==> src/rtl/imem_boot_pkg.sv <==
// Shared types and constants for the instruction-memory boot loader.
package imem_boot_pkg;

   localparam int HDR_W          = 16;
   localparam int BYTES_PER_WORD = 4;

   typedef enum logic [2:0] {
      IDLE,
      HDR_HI,
      HDR_LO,
      DATA,
      FLUSH,
      RUN,
      ERR
   } boot_state_t;

endpackage

==> src/rtl/boot_word_pack.sv <==
// Packs a byte stream into big-endian 32-bit words; word_done flags the
// push that carries the final byte of a word.
module boot_word_pack
   import imem_boot_pkg::*;
(
   input  logic        clk,
   input  logic        reset,
   input  logic        push,
   input  logic [7:0]  byte_data,
   input  logic        clear,
   output logic [31:0] word,
   output logic        word_done
);

   logic [8*(BYTES_PER_WORD-1)-1:0] shift_q;
   logic [1:0]                      idx_q;

   // The last byte is not stored: it is merged combinationally so the word
   // can be registered by the caller on the same edge that accepts it.
   assign word      = {shift_q, byte_data};
   assign word_done = push && (idx_q == 2'(BYTES_PER_WORD - 1));

   always_ff @(posedge clk or posedge reset) begin
      if (reset) begin
         shift_q <= '0;
         idx_q   <= '0;
      end else if (clear) begin
         shift_q <= '0;
         idx_q   <= '0;
      end else if (push) begin
         shift_q <= {shift_q[8*(BYTES_PER_WORD-2)-1:0], byte_data};
         idx_q   <= idx_q + 2'd1;
      end
   end

endmodule

==> src/rtl/imem_boot_loader.sv <==
// Loads a length-prefixed byte stream into instruction RAM, then releases the
// CPU from reset and maps its byte PC onto word fetch addresses.
module imem_boot_loader
   import imem_boot_pkg::*;
#(
   parameter int MEM_WORDS = 256,
   parameter int ADDR_W    = 8,
   parameter int BOOT_RUN  = 0
) (
   input  logic              clk,
   input  logic              reset,
   input  logic              load_start,
   input  logic              byte_valid,
   input  logic [7:0]        byte_data,
   output logic              byte_ready,
   input  logic [31:0]       pc_addr,
   output logic [ADDR_W-1:0] fetch_addr,
   output logic              mem_we,
   output logic [ADDR_W-1:0] mem_waddr,
   output logic [31:0]       mem_wdata,
   output logic              cpu_rst,
   output logic              busy,
   output logic              error,
   output logic [ADDR_W:0]   words_loaded,
   output boot_state_t       state_dbg
);

   localparam logic [HDR_W-1:0] MEM_WORDS_N = HDR_W'(MEM_WORDS);
   localparam boot_state_t      RESET_STATE = (BOOT_RUN != 0) ? RUN : IDLE;

   boot_state_t      state_q, state_d;
   logic [7:0]       hdr_hi_q;
   logic [HDR_W-1:0] n_words_q;
   logic [HDR_W-1:0] hdr_n;
   logic [HDR_W-1:0] words_next;
   logic             xfer, push, start;
   logic             word_done;
   logic [31:0]      word;
   logic             ready_d, busy_d, error_d, cpu_rst_d;
   logic             unused_pc_bits;

   // Handshake: byte_data moves on a rising edge where byte_valid and
   // byte_ready are both high; byte_ready is registered and is only high
   // while a header or data byte is expected, so byte_valid never needs to
   // wait on it combinationally.
   assign xfer       = byte_valid && byte_ready;
   assign push       = xfer && (state_q == DATA);
   assign hdr_n      = {hdr_hi_q, byte_data};
   assign words_next = HDR_W'(words_loaded) + HDR_W'(1);
   assign start      = (state_d == HDR_HI) && (state_q != HDR_HI);

   assign fetch_addr     = pc_addr[ADDR_W+1:2];
   assign unused_pc_bits = ^{pc_addr[31:ADDR_W+2], pc_addr[1:0]};
   assign state_dbg      = state_q;

   boot_word_pack u_pack (
      .clk       (clk),
      .reset     (reset),
      .push      (push),
      .byte_data (byte_data),
      .clear     (start),
      .word      (word),
      .word_done (word_done)
   );

   always_comb begin
      state_d = state_q;
      case (state_q)
         IDLE:   if (load_start) state_d = HDR_HI;
         HDR_HI: if (xfer) state_d = HDR_LO;
         HDR_LO: begin
            if (xfer) begin
               if (hdr_n == '0)              state_d = FLUSH;
               else if (hdr_n > MEM_WORDS_N) state_d = ERR;
               else                          state_d = DATA;
            end
         end
         DATA:   if (word_done && (words_next == n_words_q)) state_d = FLUSH;
         FLUSH:  state_d = RUN;
         RUN:    if (load_start) state_d = HDR_HI;
         ERR:    if (load_start) state_d = HDR_HI;
         default: state_d = IDLE;
      endcase

      ready_d = (state_d == HDR_HI) || (state_d == HDR_LO) || (state_d == DATA);
      busy_d  = ready_d || (state_d == FLUSH);
      error_d = (state_d == ERR);
      // Release waits one cycle in RUN so the FLUSH-cycle write has landed.
      cpu_rst_d = !((state_q == RUN) && (state_d == RUN));
   end

   always_ff @(posedge clk or posedge reset) begin
      if (reset) begin
         state_q    <= RESET_STATE;
         byte_ready <= 1'b0;
         busy       <= 1'b0;
         error      <= 1'b0;
         cpu_rst    <= (BOOT_RUN == 0);
      end else begin
         state_q    <= state_d;
         byte_ready <= ready_d;
         busy       <= busy_d;
         error      <= error_d;
         cpu_rst    <= cpu_rst_d;
      end
   end

   always_ff @(posedge clk or posedge reset) begin
      if (reset) begin
         hdr_hi_q     <= '0;
         n_words_q    <= '0;
         words_loaded <= '0;
         mem_we       <= 1'b0;
         mem_waddr    <= '0;
         mem_wdata    <= '0;
      end else begin
         mem_we <= word_done;
         if (xfer && (state_q == HDR_HI)) hdr_hi_q <= byte_data;
         if (xfer && (state_q == HDR_LO)) n_words_q <= hdr_n;
         if (start)          words_loaded <= '0;
         else if (word_done) words_loaded <= words_loaded + (ADDR_W+1)'(1);
         if (word_done) begin
            mem_waddr <= words_loaded[ADDR_W-1:0];
            mem_wdata <= word;
         end
      end
   end

endmodule

==> config.mk <==
export PLATFORM = sky130hd
export DESIGN_NAME = imem_boot_loader
export DESIGN_NICKNAME = d
export VERILOG_FILES = /design/src/rtl/imem_boot_pkg.sv /design/src/rtl/boot_word_pack.sv /design/src/rtl/imem_boot_loader.sv
export SDC_FILE = /design/constraint.sdc
export NUM_CORES = 1
export LEC_CHECK = 0
export BUFFER_PORTS_ARGS = -buffer_cell sky130_fd_sc_hd__buf_2
export CAP_MARGIN = 10
export CORE_MARGIN = 1.5
export CORE_UTILIZATION = 48
export CTS_CLUSTER_DIAMETER = 150
export DETAILED_ROUTE_END_ITERATION = 10
export GPL_TIMING_DRIVEN = 0
export PLACE_DENSITY_LB_ADDON = 0.08
export SYNTH_ARGS = -nofsm -noshare
export SYNTH_HDL_FRONTEND = slang
export SYNTH_SLANG_ARGS = --single-unit
==> constraint.sdc <==
create_clock -name clk -period 3.09 [get_ports clk]
set_input_delay 0.1545 -clock clk [delete_from_list [all_inputs] [get_ports clk]]
set_output_delay 0.1545 -clock clk [all_outputs]
set_load 0.1 [all_outputs]
* Word level (Yosys, flattened, before mapping)
Index checks and enable logic that the tools add are counted.
** Cells by class
- Magnitude comparators :: 1
- Reduce and logical (&&, ||, !) cells :: 17
- Add/sub/neg operators :: 3
- Muxes and demuxes :: 13
- Equal/unequal tests :: 15
** Operator list (count)
- $mux 24 :: 2
- $eq 3x3->1 const B :: 6
- $mux 3 :: 6
- $mux 9 :: 2
- $eq 10x16->1 :: 1
- $gt 16x9->1 const B :: 1
- $logic_not 16->1 :: 1
- $pmux 3 s5 :: 1
- $eq 3x2->1 const B :: 4
- $add 9x1->10 const B :: 1
- $add 9x1->9 const B :: 1
- $logic_and 1x1->1 :: 8
- $eq 3x1->1 const B :: 2
- $mux 2 :: 2
- $reduce_bool 2->1 :: 2
- $logic_not 3->1 :: 1
- $logic_or 1x1->1 :: 3
- $ne 3x1->1 const B :: 1
- $reduce_or 3->1 :: 1
- $add 2x1->2 const B :: 1
- $eq 2x2->1 const B :: 1
- $logic_not 1->1 :: 1
** Word-level totals
- Word-level logic and storage cells :: 62
- Output and inout port bits :: 65
- Bits of input ports :: 44
- Flip-flop bits (word level) :: 107

* Logic depth before layout (Yosys ltp)
- Depth in word-level cells :: 10
- Gate-level depth with buffers :: 7
- Gate-level depth less buffers :: 7

* By module
From an unflattened synthesis, not the netlist that was laid out.
** Unflattened totals
- Cell total of the unflattened synthesis :: 383
- Area total of the unflattened synthesis :: 4872.2 sq um
** By module, submodules not included
- imem_boot_loader :: sequential area each 2028.2 sq um, instances 1, area an instance 3713.6 sq um, cells each 288
- boot_word_pack :: sequential area each 650.6 sq um, instances 1, area an instance 1158.6 sq um, cells each 95

* Worst setup path after synthesis
No wires, ideal clock.
- Kind :: register to register
- Start point :: register words_loaded[0]
- End point :: register state_q[0], in the netlist state_dbg[0]
- Buffers on the path :: 0
- Required time :: 2.949 ns
- Stages on the path, launching flop included :: 7
- Setup slack :: 0.588 ns
- Setup time :: 0.141 ns
- Arrival :: 2.361 ns
- Cells stage by stage :: dfrtp_1 > ha_1 > nand3_1 > o21ai_0 > nand4_1 > nor4_1 > o21ai_0
** On the way
- Cells in the longest elaborated chain, start to end :: 5
** Ends and longest elaborated chain
- start, declared :: RTL line imem_boot_loader.sv:24 : output logic [ADDR_W:0] words_loaded,
- start signal, assigned :: RTL line imem_boot_loader.sv:121 : else if (word_done) words_loaded <= words_loaded + (ADDR_W+1)'(1);
- $add 9x1->10 :: RTL line imem_boot_loader.sv:49 : assign words_next = HDR_W'(words_loaded) + HDR_W'(1);
- $eq 10x16->1 :: RTL line imem_boot_loader.sv:78 : DATA: if (word_done && (words_next == n_words_q)) state_d = FLUSH;
- $logic_and 1x1->1 :: RTL line imem_boot_loader.sv:78
- $mux 3 :: RTL line imem_boot_loader.sv:78
- $pmux 3 s5 :: RTL line imem_boot_loader.sv:68 : case (state_q)
- via state_d[0] :: RTL line imem_boot_loader.sv:31 : boot_state_t state_q, state_d;
- end signal, assigned :: RTL line imem_boot_loader.sv:100 : state_q <= state_d;
- end, declared :: RTL line imem_boot_loader.sv:31
The timed path passes the listed nets, and every way through them passes these cells.
A chain may end at the register's enable or synchronous reset.

* Final worst setup path
Same ends and word-level chain as after synthesis.

==> metrics.md <==
| Metric | Value |
|---|---|
| Outcome | `completed` |
| Residual overflow from global routing | `0` |
| Netlist area before placement | `4666 um2` |
| Later-pin clock latency in the skew report | `0.37 ns` |
| DP HPWL | `roughly 7000 um` |
| Global-route wire length before repair | `16520 um` |
| Number of DRC violations after detailed-routing iteration 0 | `around 110` |
| Per-instance average area after synthesis | `just under 10 um2` |
| Number of antenna cells inserted | `0` |
| Max H-tree Level | `3` |
| Worst Hold Slack | `between 0.05 and 0.06 ns` |
| Clk buf depth | `2` |
| Largest net degree at the start of global routing | `72` |
| Area share of the largest cell type after synthesis | `a little under three fifths` |
| Fraction of registers with async set/reset | `100.0%` |
| Period minus WS final | `~2.4 ns` |
| Sink Count | `between 100 and 150` |
| Die outline width | `about 100 um` |
| Max capacitance violation total | `0` |
| Most instantiated cells after synthesis | `sky130_fd_sc_hd__nand2_1 (181), sky130_fd_sc_hd__dfrtp_1 (106), sky130_fd_sc_hd__a21oi_1 (31)` |
| Setup Crit Path Kind | `register to register` |
| Delay of the slowest cell on the worst path | `0.67 ns` |
| Effective utilization at floorplan | `50.02%` |
| Via count of the first global-routing pass | `roughly 3300` |
| CTS Hold Buffers Added | `1` |
| Kind of end point of the critical path | `register` |
| Number of antenna violations at the first check in global routing | `0` |
| Final cell count without fillers | `702` |
| Top cells by area, synth | `sky130_fd_sc_hd__dfrtp_1 (57%), sky130_fd_sc_hd__nand2_1 (15%), sky130_fd_sc_hd__mux2_2 (5.8%), sky130_fd_sc_hd__a21oi_1 (3.3%), sky130_fd_sc_hd__xnor2_1 (2.1%)` |
| Max Clock Freq | `approximately 0.41 GHz` |
| Register bit total from synthesis | `107` |
| Number of nets with antenna violations after detailed routing | `0` |
| Proportion of layout cells with a drive suffix above 1 | `24.26%` |
| Max-slew violation count | `0` |
| Power per Cell Area | `1083 nW/um2` |
| Seq/Total Area, Yosys | `57.41%` |
| CP required | `3.32 ns` |
| Postcts setup bufs | `0` |
| Routability-driven placement congestion ratio | `approximately 0.82` |
| Unique cell type count in the Yosys netlist | `50` |
| Number of enable-type register cells in the synthesized netlist | `0` |
| RSZ-0062 raised after global routing | `no` |
| Syn-to-layout area delta | `16.52%` |
| Count of instances resized after the clock tree is built | `0` |
| Hold path cells | `3` |
| Setup skew after layout | `0.01374 ns` |
| Final count of negative-setup-slack endpoints | `0` |
| CTS root buf | `sky130_fd_sc_hd__clkbuf_8` |
| Cell taking the most area after synthesis | `sky130_fd_sc_hd__dfrtp_1` |
| Vias post-DR | `3558` |
| Instance count after placement with tap cells included | `685` |
| NumNets Final | `614` |
| Leakage power figure | `0.002771 uW` |
| Die area | `10320 um2` |
| Worst slew margin | `49.93%` |
| Placed standard-cell area | `roughly 5200 um2` |
| Startpoint class of the critical path | `register` |
| Cells after synthesis | `479` |
| DRC viols | `0` |
| Path class of the lowest-slack min-delay path | `input port to register` |
| Core region area | `9328 um2` |
| Die boundary height | `101.6 um` |
| List of cells traversed by the critical path | `ha_1 > nand3_1 > o21ai_0 > nand4_1 > nor4_1 > o21ai_0` |
| Least-Margin Pin Slew | `0.7442 ns` |
| Via density per instance | `slightly above 5` |
| Total Routed Length | `9870 um` |
| Core Rows | `35` |
| Total CTS buffers | `9` |
| Tot GR Track Use | `20.55%` |
| Register clock-pin slew on the reported worst setup and hold paths | `0.11 ns` |
| Post-route total power | `5886 uW` |
| Filler instances | `about 860` |
| Cell mode on critical path | `sky130_fd_sc_hd__o21ai_0` |
| Final design instance area without fill | `5436 um2` |
| CP max-delay cell | `sky130_fd_sc_hd__nor4_1` |
| Worst supply voltage drop on vdd | `0.0008133 V` |
| IO Port Bufs | `76` |
| Main synth FF type | `sky130_fd_sc_hd__dfrtp_1` |
| Final number of hold-violating endpoints | `0` |
| Number of search-and-repair iterations in the first detailed-routing pass | `4` |
| Dominant cell by count in the synthesized netlist | `sky130_fd_sc_hd__nand2_1` |
| FF-to-FF path depth | `6` |
| CTS tree | `built` |
| Signal arrival time at the worst endpoint | `2.67 ns` |
| Average wire per standard cell | `14.06 um` |
| Synth Net Count | `525` |
| Yosys warning total | `0` |
| Critical-path maximum fanout | `8` |
| Top Ports | `109` |
| Fraction of the cycle the final worst path needs | `78.97%` |
==> metrics by stage <==
stage / setup slack, ns / utilization, % / setup TNS (ns)
6_report: 0.6499 / 58.28 / 0
5_1_grt: 0.4133 / 58.28 / 0
4_1_cts: 0.7030 / 58.28 / 0
3_5_place_dp: 0.7041 / 56.15 / 0
3_3_place_gp: -1.046 / 55.83 / -110.34
2_1_floorplan: 0.1199 / - / 0
==> area by class of cell <==
cell class,count,area [um2],share of cell area (%)
plain buffers,31,155.1,2.854
well taps,129,161.4,2.969
repair buffers,78,417.9,7.687
multi-input cells,337,1817,33.42
clock inverters,7,65.06,1.197
clock buffers,9,123.9,2.278
inverters,4,17.52,0.3222
flip-flops and latches,107,2679,49.28
==> routing by layer <==
metal / vias to the layer above / wire [um] / track usage, % / share of wire, %
met5: - / 0 / 0 / 0
met4: 0 / 111 / 6.090 / 1.1
met3: 13 / 447 / 2.761 / 4.5
met2: 88 / 4451 / 31.79 / 45
met1: 1700 / 4859 / 30.37 / 49
li1: 1757 / - / - / -
==> placed cells by master (no fill, tap or decap), types with 4 or more instances in the layout <==
cell type	count
sky130_fd_sc_hd__buf_2	77
sky130_fd_sc_hd__dfrtp_1	106
sky130_fd_sc_hd__xor2_1	8
sky130_fd_sc_hd__mux2_2	24
sky130_fd_sc_hd__clkbuf_8	9
sky130_fd_sc_hd__a21oi_1	31
sky130_fd_sc_hd__nand2_1	181
sky130_fd_sc_hd__o21ai_0	5
sky130_fd_sc_hd__buf_4	8
sky130_fd_sc_hd__nor3_1	5
sky130_fd_sc_hd__nor2b_1	4
sky130_fd_sc_hd__nand3_1	5
sky130_fd_sc_hd__clkbuf_1	16
sky130_fd_sc_hd__xnor2_1	11
sky130_fd_sc_hd__nand4_1	5
sky130_fd_sc_hd__buf_1	5
sky130_fd_sc_hd__nor2_1	18
==> sequential cells by signal, indices dropped and copies added (netlist names) <==
register and flops:
u_pack.idx_q 2, hdr_hi_q 8, mem_wdata 32, byte_ready 1, mem_we 1, error 1, mem_waddr 8, words_loaded 9
cpu_rst 1, n_words_q 16, u_pack.shift_q 24, busy 1, state_dbg 3
==> cells by family after synthesis <==
| family | Yosys count | share of synthesized area (%) |
|---|---|---|
| compound gates | 47 | 5.820 |
| buf+inv | 35 | 3.647 |
| mux | 25 | 6.114 |
| xor+xnor | 19 | 3.567 |
| fa+ha+maj | 2 | 0.5363 |
| simple gates | 244 | 22.90 |
| flops | 107 | 57.41 |
==> critical path: cells and delay by family, from the launching register on <==
family | cells | cell delay [ns]
AO/OA/AOI/OAI | 2 | 0.45
adder cells (fa/ha/maj) | 1 | 0.30
flip-flops | 1 | 0.53
AND/OR/NAND/NOR | 3 | 1.03
==> power by group <==
group	internal [uW]	switching [uW]	total [uW]	leakage (uW)
Combinational	636	2250	2880	0.00125
Sequential	1850	323	2170	0.00142
Clock	317	518	835	0.0000999
Total	2800	3090	5890	0.00277
==> path summary, 6_finish.rpt <==
check / end / startpoint / slack (ns)
worst max-delay path: state_dbg[0] / words_loaded[0] / 0.65
worst min-delay path: mem_wdata[4] / byte_data[4] / 0.05
worst max register to register: state_dbg[0] / words_loaded[0] / 0.65
worst min register to register: mem_wdata[31] / mem_wdata[31] / 0.47
max in group asynchronous: u_pack.shift_q[10] / reset / 2.03
min in group asynchronous: mem_wdata[21] / reset / 0.34
No activity file was read; power rests on OpenSTA's default activity.
